### config.mk
export PLATFORM = sky130hd
export DESIGN_NAME = shared_exp_sched
export DESIGN_NICKNAME = d
export VERILOG_FILES = /design/src/rtl/shared_exp_pkg.sv /design/src/rtl/shared_exp_rr_arb.sv /design/src/rtl/shared_exp_sched.sv
export SDC_FILE = /design/constraint.sdc
export NUM_CORES = 1
export LEC_CHECK = 0
export BUFFER_PORTS_ARGS = -buffer_cell sky130_fd_sc_hd__buf_4
export CAP_MARGIN = 10
export CORE_AREA = 2 2 42 83
export CTS_BUF_LIST = sky130_fd_sc_hd__clkbuf_2
export DETAILED_ROUTE_END_ITERATION = 8
export DIE_AREA = 0 0 44 85
export PLACE_DENSITY_LB_ADDON = 0.1
export SLEW_MARGIN = 20
export SYNTH_ARGS = -nofsm -noshare
export SYNTH_HDL_FRONTEND = slang
export SYNTH_SLANG_ARGS = --single-unit
export TNS_END_PERCENT = 30
### constraint.sdc
create_clock -name clk -period 2.55 [get_ports clk]
set_input_delay 0.3825 -clock clk [delete_from_list [all_inputs] [get_ports clk]]
set_output_delay 0.3825 -clock clk [all_outputs]
set_load 0.005 [all_outputs]
### src/rtl/shared_exp_pkg.sv
// Shared types and constants for the shared-expression scheduler.
package shared_exp_pkg;

  localparam int unsigned OPW     = 5;
  localparam int unsigned IDW_MAX = 4;

  localparam int unsigned A_BIT = 4;
  localparam int unsigned B_BIT = 3;
  localparam int unsigned C_BIT = 2;
  localparam int unsigned D_BIT = 1;
  localparam int unsigned E_BIT = 0;

  // Stage-1 payload: operand word plus owning requester
  typedef struct packed {
    logic [OPW-1:0]     ops;
    logic [IDW_MAX-1:0] id;
  } s1_t;

endpackage

### src/rtl/shared_exp_rr_arb.sv
// Round-robin arbiter: one-hot grant searched from a rotating priority pointer.
module shared_exp_rr_arb #(
  parameter int unsigned NREQ = 4,
  parameter int unsigned IXW  = 4
) (
  input  logic            clk,
  input  logic            rst_n,
  input  logic [NREQ-1:0] valid,
  input  logic            en,
  input  logic            upd,
  output logic [NREQ-1:0] grant_c,
  output logic [IXW-1:0]  idx_c,
  output logic            any_c
);

  localparam int unsigned PW = $clog2(NREQ);

  logic [IXW-1:0] ptr;
  int unsigned    cand;

  // First valid requester at or after the pointer, wrapping modulo NREQ
  always_comb begin
    grant_c = '0;
    idx_c   = '0;
    any_c   = 1'b0;
    cand    = 0;
    for (int unsigned k = 0; k < NREQ; k++) begin
      cand = (32'(ptr) + k) % NREQ;
      if (en && !any_c && valid[PW'(cand)]) begin
        any_c              = 1'b1;
        grant_c[PW'(cand)] = 1'b1;
        idx_c              = IXW'(cand);
      end
    end
  end

  always_ff @(posedge clk or negedge rst_n) begin
    if (!rst_n) begin
      ptr <= '0;
    end else if (upd) begin
      ptr <= (idx_c == IXW'(NREQ - 1)) ? '0 : idx_c + IXW'(1);
    end
  end

endmodule

### src/rtl/shared_exp_sched.sv
// Shares one shared-expression evaluator between NREQ requesters through a
// round-robin arbiter and a two-stage backpressurable pipeline.
module shared_exp_sched
  import shared_exp_pkg::*;
#(
  parameter int unsigned NREQ = 4,
  parameter int unsigned IDW  = 2,
  parameter int unsigned CNTW = 8
) (
  input  logic                clk,
  input  logic                rst_n,
  input  logic [NREQ-1:0]     req_valid,
  input  logic [NREQ*OPW-1:0] req_data,
  output logic [NREQ-1:0]     req_ready,
  output logic                res_valid,
  output logic                res_q,
  output logic [IDW-1:0]      res_id,
  input  logic                res_ready,
  output logic                busy,
  output logic [CNTW-1:0]     done_cnt
);

  logic                s1_valid;
  s1_t                 s1_q;
  logic                s1_en;
  logic                s2_en;
  logic                s1_nxt;
  logic                s2_nxt;
  logic [NREQ-1:0]     grant_c;
  logic [IDW_MAX-1:0]  arb_idx_c;
  logic                arb_any_c;
  logic [OPW-1:0]      ops_sel_c;
  logic                ab_c;
  logic                q_c;
  logic                unused_c;

  assign s2_en = ~res_valid | res_ready;
  assign s1_en = ~s1_valid | s2_en;

  // Grants are suppressed while reset is held so req_ready reads zero
  shared_exp_rr_arb #(
    .NREQ (NREQ),
    .IXW  (IDW_MAX)
  ) u_arb (
    .clk     (clk),
    .rst_n   (rst_n),
    .valid   (req_valid),
    .en      (s1_en & rst_n),
    .upd     (arb_any_c),
    .grant_c (grant_c),
    .idx_c   (arb_idx_c),
    .any_c   (arb_any_c)
  );

  assign req_ready = grant_c;

  // Operand mux driven by the one-hot grant, never by req_data itself
  always_comb begin
    ops_sel_c = '0;
    for (int unsigned i = 0; i < NREQ; i++) begin
      if (grant_c[i]) begin
        ops_sel_c = req_data[i*OPW +: OPW];
      end
    end
  end

  assign ab_c = s1_q.ops[A_BIT] | s1_q.ops[B_BIT];
  assign q_c  = ((ab_c & s1_q.ops[C_BIT]) | ab_c | s1_q.ops[D_BIT]) & ~ab_c;

  assign s1_nxt = s1_en ? arb_any_c : s1_valid;
  assign s2_nxt = s2_en ? s1_valid : res_valid;

  assign unused_c = ^{s1_q.ops[E_BIT], s1_q.id};

  always_ff @(posedge clk or negedge rst_n) begin
    if (!rst_n) begin
      s1_valid  <= 1'b0;
      s1_q      <= '0;
      res_valid <= 1'b0;
      res_q     <= 1'b0;
      res_id    <= '0;
      busy      <= 1'b0;
      done_cnt  <= '0;
    end else begin
      if (s1_en) begin
        s1_valid <= arb_any_c;
        if (arb_any_c) begin
          s1_q <= '{ops: ops_sel_c, id: arb_idx_c};
        end
      end
      if (s2_en) begin
        res_valid <= s1_valid;
        if (s1_valid) begin
          res_q  <= q_c;
          res_id <= IDW'(s1_q.id);
        end
      end
      busy <= s1_nxt | s2_nxt;
      if (res_valid && res_ready) begin
        done_cnt <= done_cnt + CNTW'(1);
      end
    end
  end

endmodule

After elaboration in Yosys (flattened, before gate mapping). Index checks and enable logic that the tools add are counted. W data, S select, Z words.

$add $sub $neg: 5. Order comparisons: 8. Equal/unequal tests: 1. Muxes and demuxes: 35. Bitwise operators: 15. Reduce and logical (&&, ||, !) cells: 17.

Operator list (number): $mux W4 (7); $mux W5 (4); $mux W1 (14); $logic_and A1 B1 Y1 (12); $lt A2 B3 Y1 const B (4); $or A4 B4 Y4 (3); $add A8 B1 Y8 const B (1); $bmux W1 S2 (4); $demux W1 S2 (4); $ge A2 B1 Y1 const B (4); $or A1 B1 Y1 (6); $add A2 B1 Y2 const B (2); $add A2 B2 Y2 const B (2); $eq A4 B2 Y1 const B (1); $mux W2 (2); $reduce_and A2 Y1 (2); $and A1 B1 Y1 (3); $logic_not A1 Y1 (3); $not A1 Y1 (3).

Bits in registers: 23. Output and inout bits: 17. Word-level logic and storage cells: 90.

Depth between registers and ports, before layout. Gate-level depths: netlist (run 1).

Word-level depth: 22. Gate-level depth with buffers: 11.

By module. A second synthesis (run 1) with hierarchy kept.

Cell total of the unflattened synthesis: 170. Area, all modules: 1614.0 um^2.

By module, submodules not included: shared_exp_sched (instances 1, cells an instance 74, area each 890.9 um^2, sequential area each 475.5 um^2); shared_exp_rr_arb (instances 1, cells an instance 96, area each 723.2 um^2, sequential area each 50.0 um^2).

Worst setup path before layout (run 1). No wires, ideal clock.

Path kind: register to register. From: reg u_arb.ptr[0]. To: reg u_arb.ptr[1]. Setup time: 128 ps. Arrival: 2577 ps. Required time: 2422 ps. Path slack: -154 ps. Cell stages (with the launch flop): 12. Buffers on the path: 2. Period minus slack after synthesis: 2704 ps. Path through: dfrtp_1 buf_6 inv_1 ha_1 mux4_2 buf_6 nor4b_4 and2_2 a22oi_1 o21ai_1 ha_1 mux2_1.

Word-level cells in the longest chain between the ends: 18. Elaborated cells between the ends (all ways): 32. Classes of those cells: add/sub: 4; eq/ne: 1; mux: 17; reduce/logical: 10.

Ends and longest elaborated chain: start: declaration (RTL line shared_exp_rr_arb.sv:18) `logic [IXW-1:0] ptr;`; start signal: assignment (RTL line shared_exp_rr_arb.sv:41) `ptr <= (idx_c == IXW'(NREQ - 1)) ? '0 : idx_c + IXW'(1);`; $bmux W1 S2 (RTL line shared_exp_rr_arb.sv:29) `if (en && !any_c && valid[PW'(cand)]) begin`; $mux W1 (not written as such) (RTL line shared_exp_rr_arb.sv:29); $logic_and A1 B1 Y1 (RTL line shared_exp_rr_arb.sv:29); $mux W1 (RTL line shared_exp_rr_arb.sv:29); $logic_not A1 Y1 (RTL line shared_exp_rr_arb.sv:29); $logic_and A1 B1 Y1 (2 in series) (RTL line shared_exp_rr_arb.sv:29); $mux W1 (RTL line shared_exp_rr_arb.sv:29); $logic_not A1 Y1 (RTL line shared_exp_rr_arb.sv:29); $logic_and A1 B1 Y1 (2 in series) (RTL line shared_exp_rr_arb.sv:29); $mux W1 (RTL line shared_exp_rr_arb.sv:29); $logic_not A1 Y1 (RTL line shared_exp_rr_arb.sv:29); $logic_and A1 B1 Y1 (2 in series) (RTL line shared_exp_rr_arb.sv:29); $mux W4 * (RTL line shared_exp_rr_arb.sv:29); named net arb_idx_c[1] (RTL line shared_exp_sched.sv:30) `logic [IDW_MAX-1:0] arb_idx_c;`; $add A2 B1 Y2 or $eq A4 B2 Y1 (tied branches) (RTL line shared_exp_rr_arb.sv:41); $mux W2 * (RTL line shared_exp_rr_arb.sv:41).

Mark *: on every way through the listed nets, which the timed path passes. The rest lies on a longest branch. The select of a mux whose other input is x is not followed. A chain may end at the register's enable or synchronous reset.

Worst setup path after layout (run 1).
From: reg u_arb.ptr[0]. To: out req_ready[0].

Word-level cells in the longest chain between the ends: 16. Elaborated cells between the ends (all ways): 51. Classes of those cells: add/sub: 3; order compare: 8; mux: 23; bitwise: 3; reduce/logical: 14.

Ends and longest elaborated chain: parallel branches: the longest is 15 deep, another holds $lt A2 B3 Y1; $mux W4 * (RTL line shared_exp_rr_arb.sv:29); end: declaration (RTL line shared_exp_sched.sv:14) `output logic [NREQ-1:0] req_ready,`.

Every way passes the cells marked *. The select of a mux whose other input is x is not followed.

==> results of run 1 <==
kinds of logic (layout without fill, tap and decap cells):
kind of cell	count (synthesis)	after routing	share of synthesized area, %
and+or+nand+nor	41	41	18.7
adders and majority gates	8	8	7.12
muxes	9	9	10.3
buffers and inverters	13	76	4.63
AOI/OAI and AO/OA	33	33	17.5
DFF	21	21	37.4
xor gates and xnor gates	7	7	4.36
flip-flops by register name (all words and copies together) (netlist names):
register,count
busy,1
done_cnt,8
res_id,2
res_q,1
res_valid,1
s1_q,5
s1_valid,1
u_arb.ptr,2
area by class of cell:
type | instances | share of cell area (%)
inverters | 10 | 2.02
multi-input cells | 98 | 43.8
repair buffers | 62 | 24.4
clock buffers | 3 | 0.758
well taps | 31 | 1.96
flip-flops and latches | 21 | 26.7
clock inverters | 1 | 0.379
report_power, final:
group	total (uW)	switching (uW)	internal, uW
sequential	587	118	470
combinational	1450	658	791
clock	143	106	36.5
worst max-delay path, delay by kind of cell (launching register included):
kind | cells | cell delay, ns
muxes | 1 | 0.54
buffers and inverters | 3 | 0.36
DFF | 1 | 0.49
AOI/OAI and AO/OA | 1 | 0.21
and+or+nand+nor | 2 | 0.50
through the flow:
step / setup slack [ns] / util [%] / total power, uW
floorplan: -0.0899 / - / 1390
global placement: 0.0139 / 59.5 / 1860
detailed placement: -0.0358 / 59.5 / 1910
CTS: -0.252 / 63.1 / 2170
global route: -0.378 / 63.5 / 2360
finish: -0.253 / 63.5 / 2180
synthesized netlist by cell type:
cell type | instances | area (um2)
a21o_1 | 2 | 15.0
a21o_2 | 1 | 8.76
a21oi_1 | 4 | 20.0
a221o_2 | 1 | 11.3
a221oi_1 | 1 | 8.76
a221oi_2 | 1 | 15.0
a22oi_1 | 4 | 30.0
a311oi_1 | 3 | 26.3
a31oi_1 | 3 | 18.8
and2_1 | 1 | 6.26
and2_2 | 1 | 7.51
and2b_1 | 1 | 7.51
and2b_2 | 1 | 8.76
and3_1 | 3 | 18.8
and3_4 | 1 | 11.3
and3b_2 | 1 | 10.0
and4b_1 | 1 | 10.0
buf_2 | 1 | 5.00
buf_6 | 2 | 22.5
dfrtp_1 | 21 | 526
ha_1 | 8 | 100
inv_1 | 9 | 33.8
inv_2 | 1 | 3.75
mux2_1 | 1 | 11.3
mux2_2 | 3 | 33.8
mux2i_1 | 1 | 10.0
mux4_2 | 4 | 90.1
nand2_1 | 14 | 52.6
nand2b_1 | 3 | 18.8
nand2b_2 | 1 | 8.76
nand3_1 | 6 | 30.0
nand3b_1 | 4 | 30.0
nand4b_2 | 1 | 15.0
nor2_1 | 1 | 3.75
nor4b_4 | 1 | 23.8
o21ai_0 | 6 | 30.0
o21ai_1 | 4 | 20.0
o22ai_1 | 1 | 6.26
o31ai_1 | 1 | 7.51
o41ai_4 | 1 | 27.5
xnor2_1 | 6 | 52.6
xor2_1 | 1 | 8.76
metal layers:
metal	GRT usage (%)	wire [um]	vias to the layer above
met2	43.0	2290	26
met1	19.9	1150	608
li1	-	-	608
met5	0	0	-
met4	7.99	57	0
met3	2.34	97	4
worst max-delay path by stage:
| stage | start | to | slack (ns) | cells past startpoint |
|---|---|---|---|---|
| 6_report | u_arb.ptr[0] | req_ready[0] | -0.25 | 7 |
| 3_5_place_dp | u_arb.ptr[0] | u_arb.ptr[1] | -0.04 | 8 |
| 2_1_floorplan | u_arb.ptr[0] | u_arb.ptr[1] | -0.09 | 11 |
| 5_1_grt | u_arb.ptr[0] | req_ready[2] | -0.38 | 8 |
| 3_3_place_gp | u_arb.ptr[0] | u_arb.ptr[1] | 0.01 | 8 |
| 4_1_cts | u_arb.ptr[0] | req_ready[1] | -0.25 | 8 |
repair_timing:
item | in CTS | in global routing
gates resized for setup | 12 | 2
pin swaps | 6 | 4
endpoints found under the hold margin | 21 | 0
setup endpoints to repair | 8 | 8
buffers inserted | 6 | 0
hold buffers | 1 | 0
cells in the final DEF (no fill, tap or decap), types with 2 or more instances in the layout:
cell      instances
ha_1              7
and3_1            3
mux4_2            4
inv_1             6
a31oi_1           3
nand2_1          14
o21ai_1           3
o21ai_0           6
nand2b_1          3
a21o_1            2
dfrtp_1          19
a22oi_1           4
buf_4            57
a311oi_2          3
buf_6             4
a221oi_2          2
nand3_1           5
mux2_2            3
clkbuf_2          3
inv_2             3
and2b_2           2
dfrtp_2           2
nand3b_1          4
xnor2_1           6
a21oi_1           4
==> summary.txt, run 1 <==
number of diodes - 0
worst-path cell chain - buf_4 > mux4_2 > nor4b_4 > and2_4 > buf_4 > a221o_2 > buf_6
Worst slew margin - 37.5%
Remaining Overflow, GRT - 0
cell area power density - 1100 nW/um2
Critical Path RT - 2.17 ns
Register Area - 528 um2
routability cong. - 0.852
HPWL Detailed - 2900 um
Clock Path Buffers - 2
design area - 1980 um2
Post-DP Area - 1860 um2
status - finished, violations left
Skew-Pair Late Insertion Delay - 0.33 ns
end point of the worst hold path - s1_q[7]
failing checks - setup timing
final worst slack - -0.253 ns
I/O pin cnt - 44
R2R Path Start - u_arb.ptr[0]
Min-Delay Startpoint - req_data[18]
CTS root buf - clkbuf_2
reg2reg end - u_arb.ptr[1]
Synth Cell Area - 1410 um2
share of layout cells above drive strength 1 - 49.7%
Leak Pwr - 0.000980 uW
vias in the first global route - 1,355
GRT Resource Usage Total - 21.4%
VDD IR max - 0.000810 V
Gate Count Post-Synth - 132
#FFs+latches synth - 21
synth warn - 0
Crit path top cell by count - buf_4
antenna violations before repair - 0
Worst Tran Pin Value - 0.935 ns
setup TNS - -0.918 ns
Final nets - 231
crit path kind - register to output port
WHS Path Cells - 3
ratio of final minimum period to clock period - 110%
drt first pass iters - 4
Final Hold Viols - 0
RSZ-0062 raised after global routing - yes
Final Skew - 0.0232 ns
fin cells - 226
max-capacitance violation count - 0
via count - 1,246
number of H-tree levels - 1
Port-buffer cells - 35
Starting Density - 45.0%
DR WL/cell - 15.9 um
Reg clk slew, reported paths - 0.22 ns
R2R cell count - 8
Worst Path Max Fanout - 4
largest net degree at the start of global routing - 22
placeable core region - 3120 um2
Startpoint Class - register
multi-input logic area - 868 um2
row cnt - 29
min-delay worst type - input port to register
first-pass GRT wire length - 6000 um
P&R area growth vs syn - 41.0%
reg2reg setup slack - 0.03 ns
Distinct cells, synth - 42
post-route ant nets - 0
fin. max-slew vios - 0
register area share after synthesis - 37.4%
CP peak stage delay - 0.54 ns
DRC - 0
Die Y - 85 um
Syn Area/Cell - 10.6 um2
Crit-path slowest cell - mux4_2
CP Capture Type - output port
clock net sink count - 21
CTS tree - built
min cycle time layout - 2.80 ns
initial DRC count - 17
count of final setup violators - 4
Filler cells - 279
drt total wl - 3590 um
die area - 3740 um2
placed cell count - 216
fmax - 357 MHz
Die Wd - 44 um
Vias/cell - 5.51
Post-Syn Nets - 167
Hold Slack - 0.300 ns
worst endpoint data arrival time - 2.42 ns
CTS Buf Count - 3
Note: power is estimated with default switching activity, not from simulation.
==> inputs of run 2 (changes only) <==
Settings changed: BUFFER_PORTS_ARGS -buffer_cell sky130_fd_sc_hd__buf_4 to -buffer_cell sky130_fd_sc_hd__buf_2.
Clock period 2.55 ns to 2.5 ns, I/O delays scaled along.
==> run 2 against run 1 <==
Compared with the run above:
- critical path depth is 1 higher
- clock-buffer cell count stayed put
- via count rose by 5.4%
- the flow still finishes with violations (setup timing)
- flip-flop and latch count is the same
- first-iteration DRC count up 12%
==> summary.txt, run 2 (synthesis results as in run 1) <==
status - finished, violations left
failing checks - setup timing
combinational share of power - 66.3%
I/O pin cnt - 44
Critical Path RT - 2.12 ns
share of layout cells above drive strength 1 - 49.8%
die area - 3740 um2
CP Capture Type - output port
min cycle time layout - 2.78 ns
largest net degree at the start of global routing - 21
VDD IR max - 0.000651 V
Startpoint Class - register
Net Sw Frac - 41.0%
clock net sink count - 21
WP buf/inv - 3
R2R cell count - 13
Seq pwr share - 27.3%
number of H-tree levels - 1
Die Wd - 44 um
min-delay worst type - input port to register
final worst slack - -0.281 ns
Filler cells - 282
WHS Path Cells - 3
max-capacitance violation count - 0
fin. max-slew vios - 0
initial DRC count - 19
placeable core region - 3120 um2
worst endpoint data arrival time - 2.41 ns
row cnt - 29
Worst slew margin - 81.7%
vias in the first global route - 1,373
drt first pass iters - 4
via count - 1,313
GRT Resource Usage Total - 20.8%
most flop-heavy register - done_cnt
RSZ-0062 raised after global routing - yes
Reg clk slew, reported paths - 0.21 ns
Hold Slack - 0.316 ns
Worst Tran Pin Value - 0.274 ns
routability cong. - 0.900
fin cells - 232
Final nets - 237
most frequent cells in the layout - buf_2, buf_4, dfrtp_1
Regs by FF count - done_cnt: 8 flops, s1_q: 5 flops
antenna violations before repair - 0
Worst path depth - 8
P_int - 1290 uW
count of final setup violators - 8
cell area power density - 1130 nW/um2
number of diodes - 0
crit path kind - register to output port
DRC - 0
Port-buffer cells - 35
leading cell type in the layout, fill and taps excluded - buf_2
max reg flops - 8
Skew-Pair Late Insertion Delay - 0.32 ns
clock share of power - 6.4%
HPWL Detailed - 2820 um
setup TNS - -1.61 ns
fmax - 360 MHz
Post-Place Setup Slack - -0.0548 ns
ratio of final minimum period to clock period - 111%
Clock Path Buffers - 2
Leak Pwr - 0.000993 uW
CTS Buf Count - 3
worst-path cell chain - inv_4 > ha_4 > mux4_2 > nand2b_4 > and2b_1 > buf_6 > a221o_2 > buf_2
DR WL/cell - 15.6 um
CTS tree - built
P&R area growth vs syn - 37.8%
delay-heaviest family, CP - flip-flops
Final Skew - 0.0157 ns
first-pass GRT wire length - 5880 um
placed cell count - 217
Crit-path slowest cell - dfrtp_2
Final Hold Viols - 0
Starting Density - 45.0%
CP peak stage delay - 0.48 ns
switching power - 897 uW
CTS root buf - clkbuf_2
Die Y - 85 um
Remaining Overflow, GRT - 0
drt total wl - 3620 um
post-route ant nets - 0
Worst Path Max Fanout - 4
Vias/cell - 5.66
-- run 2: tightest hold or removal path, delay by kind of cell --
kind | cells | cell delay, ns
buffers and inverters | 1 | 0.09
AO/OA/AOI/OAI | 2 | 0.14
-- run 2: path summary, 6_finish.rpt --
check	to	startpoint	slack [ns]
hold / removal	s1_q[7]	req_data[18]	0.32
max in group asynchronous	done_cnt[6]	rst_n	1.68
setup / recovery	req_ready[0]	u_arb.ptr[0]	-0.28
min in group asynchronous	s1_valid	rst_n	0.35
hold reg to reg	done_cnt[7]	done_cnt[7]	0.48
setup reg to reg	s1_q[5]	u_arb.ptr[0]	-0.19
-- run 2: cell type report --
cell class / count / area, um2 / share of cell area, %
tap: 31 / 38.8 / 2.00
clock inverter: 1 / 5.00 / 0.258
inverter: 10 / 40.0 / 2.07
timing repair buffer: 68 / 440 / 22.7
multi-input combinational: 98 / 870 / 44.9
clock buffer: 3 / 15.0 / 0.775
sequential: 21 / 528 / 27.3
-- run 2: power groups by stage --
stage / sequential [uW] / combinational (uW) / clock [uW]
4_1_cts: 595 / 1390 / 145
2_1_floorplan: 589 / 825 / 0
5_1_grt: 622 / 1590 / 156
3_5_place_dp: 599 / 1280 / 0
3_3_place_gp: 589 / 1240 / 0
6_report: 597 / 1450 / 140
-- run 2: what timing repair did --
| item | in CTS | in global routing |
|---|---|---|
| pin swaps | 2 | 5 |
| buffers inserted | 6 | 4 |
| resized for setup | 6 | 6 |
| endpoints found under the hold margin | 1 | 0 |
| hold buffers | 1 | 0 |
| endpoints found under the setup margin | 8 | 8 |
-- run 2: layer usage --
| metal | routed length, um | share of wire (%) | global-route usage (%) |
|---|---|---|---|
| met1 | 1170 | 32 | 19.9 |
| met2 | 2270 | 63 | 40.2 |
| met3 | 86 | 2.4 | 2.55 |
| met4 | 96 | 2.7 | 9.92 |
| met5 | 0 | 0 | 0 |
-- run 2: stage by stage --
stage | instance area (um2) | power (uW) | utilization, %
global route | 1940 | 2370 | 62.1
global placement | 1780 | 1830 | 57.0
finish | 1940 | 2190 | 62.1
CTS | 1880 | 2130 | 60.2
floorplan | 1430 | 1410 | -
detailed placement | 1780 | 1880 | 57.0
==> inputs of run 3 (changes only) <==
Settings changed: CORE_AREA 2 2 42 83 to 2 2 74 48, DIE_AREA 0 0 44 85 to 0 0 76 50.
==> run 3 against run 2 <==
Compared with the run above:
- the run still ends with setup timing left
- combinational power up 9.7%
- cell count grew 6.9%
- global-route usage is 1.0 points lower
- clock-buffer cell count rose by 1
- first-iteration DRC count grew to 3.9 times the previous value
- die area grew 1.6%
- core utilization grew 2.9 points
- total power grew 6.2%
- hold slack worse by 0.021 ns
- non-clock buffer count increased by 2
- clock skew up 0.00073 ns
- critical path depth grew 1
- critical path type unchanged
==> summary.txt, run 3 (synthesis results as in run 1) <==
CP peak stage delay - 0.49 ns
RSZ-0062 raised after global routing - yes
post-route ant nets - 0
Leak Pwr - 0.00101 uW
number of diodes - 0
Worst Path Max Fanout - 6
Port-buffer cells - 35
drt first pass iters - 4
setup TNS - -1.56 ns
worst setup path start - u_arb.ptr[0]
Final Skew - 0.0164 ns
Crit path top cell by count - inv_4
Remaining Overflow, GRT - 0
WHS Path Cells - 3
end point of the worst hold path - s1_q[5]
status - finished, violations left
Post-DP Area - 1790 um2
min-delay worst type - input port to register
HPWL Detailed - 2680 um
ratio of final minimum period to clock period - 111%
clock net sink count - 21
Die Y - 50 um
Vias/cell - 5.24
antenna violations before repair - 0
CP Capture Type - output port
count of final setup violators - 8
max reg flops - 8
share of layout cells above drive strength 1 - 52.2%
CTS root buf - clkbuf_2
I/O pin cnt - 44
via count - 1,300
first-pass GRT wire length - 5880 um
placeable core region - 3100 um2
max-capacitance violation count - 0
worst endpoint data arrival time - 2.40 ns
number of H-tree levels - 1
most flop-heavy register - done_cnt
Filler cells - 260
vias in the first global route - 1,223
failing checks - setup timing
delay-heaviest family, CP - simple AND/OR/NAND/NOR gates
design area - 2010 um2
Clock Path Buffers - 2
Critical Path RT - 2.12 ns
Reg clk slew, reported paths - 0.19 ns
Regs by FF count - done_cnt: 8 flops, s1_q: 5 flops
VDD IR max - 0.000628 V
Worst slew margin - 77.2%
WP buf/inv - 4
Starting Density - 45.3%
fin. max-slew vios - 0
cell area power density - 1150 nW/um2
Final Hold Viols - 0
routability cong. - 0.877
DR WL/cell - 14.3 um
reg2reg setup slack - -0.15 ns
Skew-Pair Late Insertion Delay - 0.32 ns
Die Wd - 76 um
DRC - 0
P&R area growth vs syn - 43.4%
leading cell type in the layout, fill and taps excluded - buf_2
die area - 3800 um2
final core utilization - 64.9%
R2R cell count - 12
Hold Slack - 0.295 ns
CTS tree - built
Startpoint Class - register
row cnt - 16
Crit-path slowest cell - dfrtp_2
Final nets - 239
crit path kind - register to output port
worst-path cell chain - inv_4 > ha_4 > mux4_2 > nor4b_4 > and4b_1 > a221oi_2 > buf_4 > inv_4 > buf_6
Worst Tran Pin Value - 0.341 ns
reg2reg end - u_arb.ptr[1]
fmax - 360 MHz
Tot Pwr - 2330 uW
CTS Buf Count - 3
min cycle time layout - 2.78 ns
initial DRC count - 75
most frequent cells in the layout - buf_2, buf_4, dfrtp_1
largest net degree at the start of global routing - 20
R2R Path Start - u_arb.ptr[0]
drt total wl - 3560 um
GRT Resource Usage Total - 19.8%
final worst slack - -0.275 ns
Min-Delay Startpoint - req_data[16]
## run 3: cell types whose count changed in the layout (fill, tap and decap cells not counted), moves of 2 or more
cell	change
buf_6	+5
buf_4	-2
o21ai_0	-2
o21ai_1	+2
## run 3: layer usage
layer | part of all wire [%] | vias up | track usage [%]
met1 | 50 | 618 | 27.5
met5 | 0 | - | 0
met2 | 44 | 45 | 31.8
li1 | - | 631 | -
met4 | 0.79 | 0 | 3.33
met3 | 5.0 | 6 | 5.13
## run 3: worst max path at each step
stage                        end  cells after the start
global placement         s1_q[5]                      8
CTS                 req_ready[0]                      7
global route        req_ready[1]                      9
detailed placement       s1_q[7]                      8
finish              req_ready[2]                      9
floorplan           u_arb.ptr[1]                     11
## run 3: power by group
| part | switching (uW) | leakage [uW] | total, uW | internal (uW) |
|---|---|---|---|---|
| sequential | 119 | 0.000256 | 598 | 479 |
| clock | 96.1 | 0.0000166 | 138 | 42.4 |
| combinational | 733 | 0.000734 | 1590 | 856 |
| total | 948 | 0.00101 | 2330 | 1380 |
## run 3: stage by stage
step	setup slack, ns	std cells
6_report	-0.275	248
5_1_grt	-0.433	248
2_1_floorplan	-0.140	132
4_1_cts	-0.281	247
3_3_place_gp	-0.145	230
3_5_place_dp	-0.206	230
## run 3: worst register-to-register path, delay by kind of cell (launching register included)
kind	cells	cell delay, ns
buf+inv	4	0.44
simple gates	1	0.07
compound gates	3	0.39
mux	2	0.62
fa+ha+maj	2	0.55
flops	1	0.49
## run 3: final cells by class
| type | count | area [um2] | share of cell area, % |
|---|---|---|---|
| Tap cell | 45 | 56.3 | 2.80 |
| Multi-Input combinational cell | 98 | 891 | 44.2 |
| Inverter | 10 | 42.5 | 2.11 |
| Timing Repair Buffer | 70 | 477 | 23.7 |
| Clock buffer | 4 | 20.0 | 0.994 |
| Sequential cell | 21 | 528 | 26.2 |
## run 3: repair_timing
item,in CTS,in global routing
buffers inserted,12,1
pin swaps,11,0
endpoints found under the setup margin,8,9
hold endpoints to repair,2,0
cloned,0,0
hold buffers,1,0
resized for setup,24,1
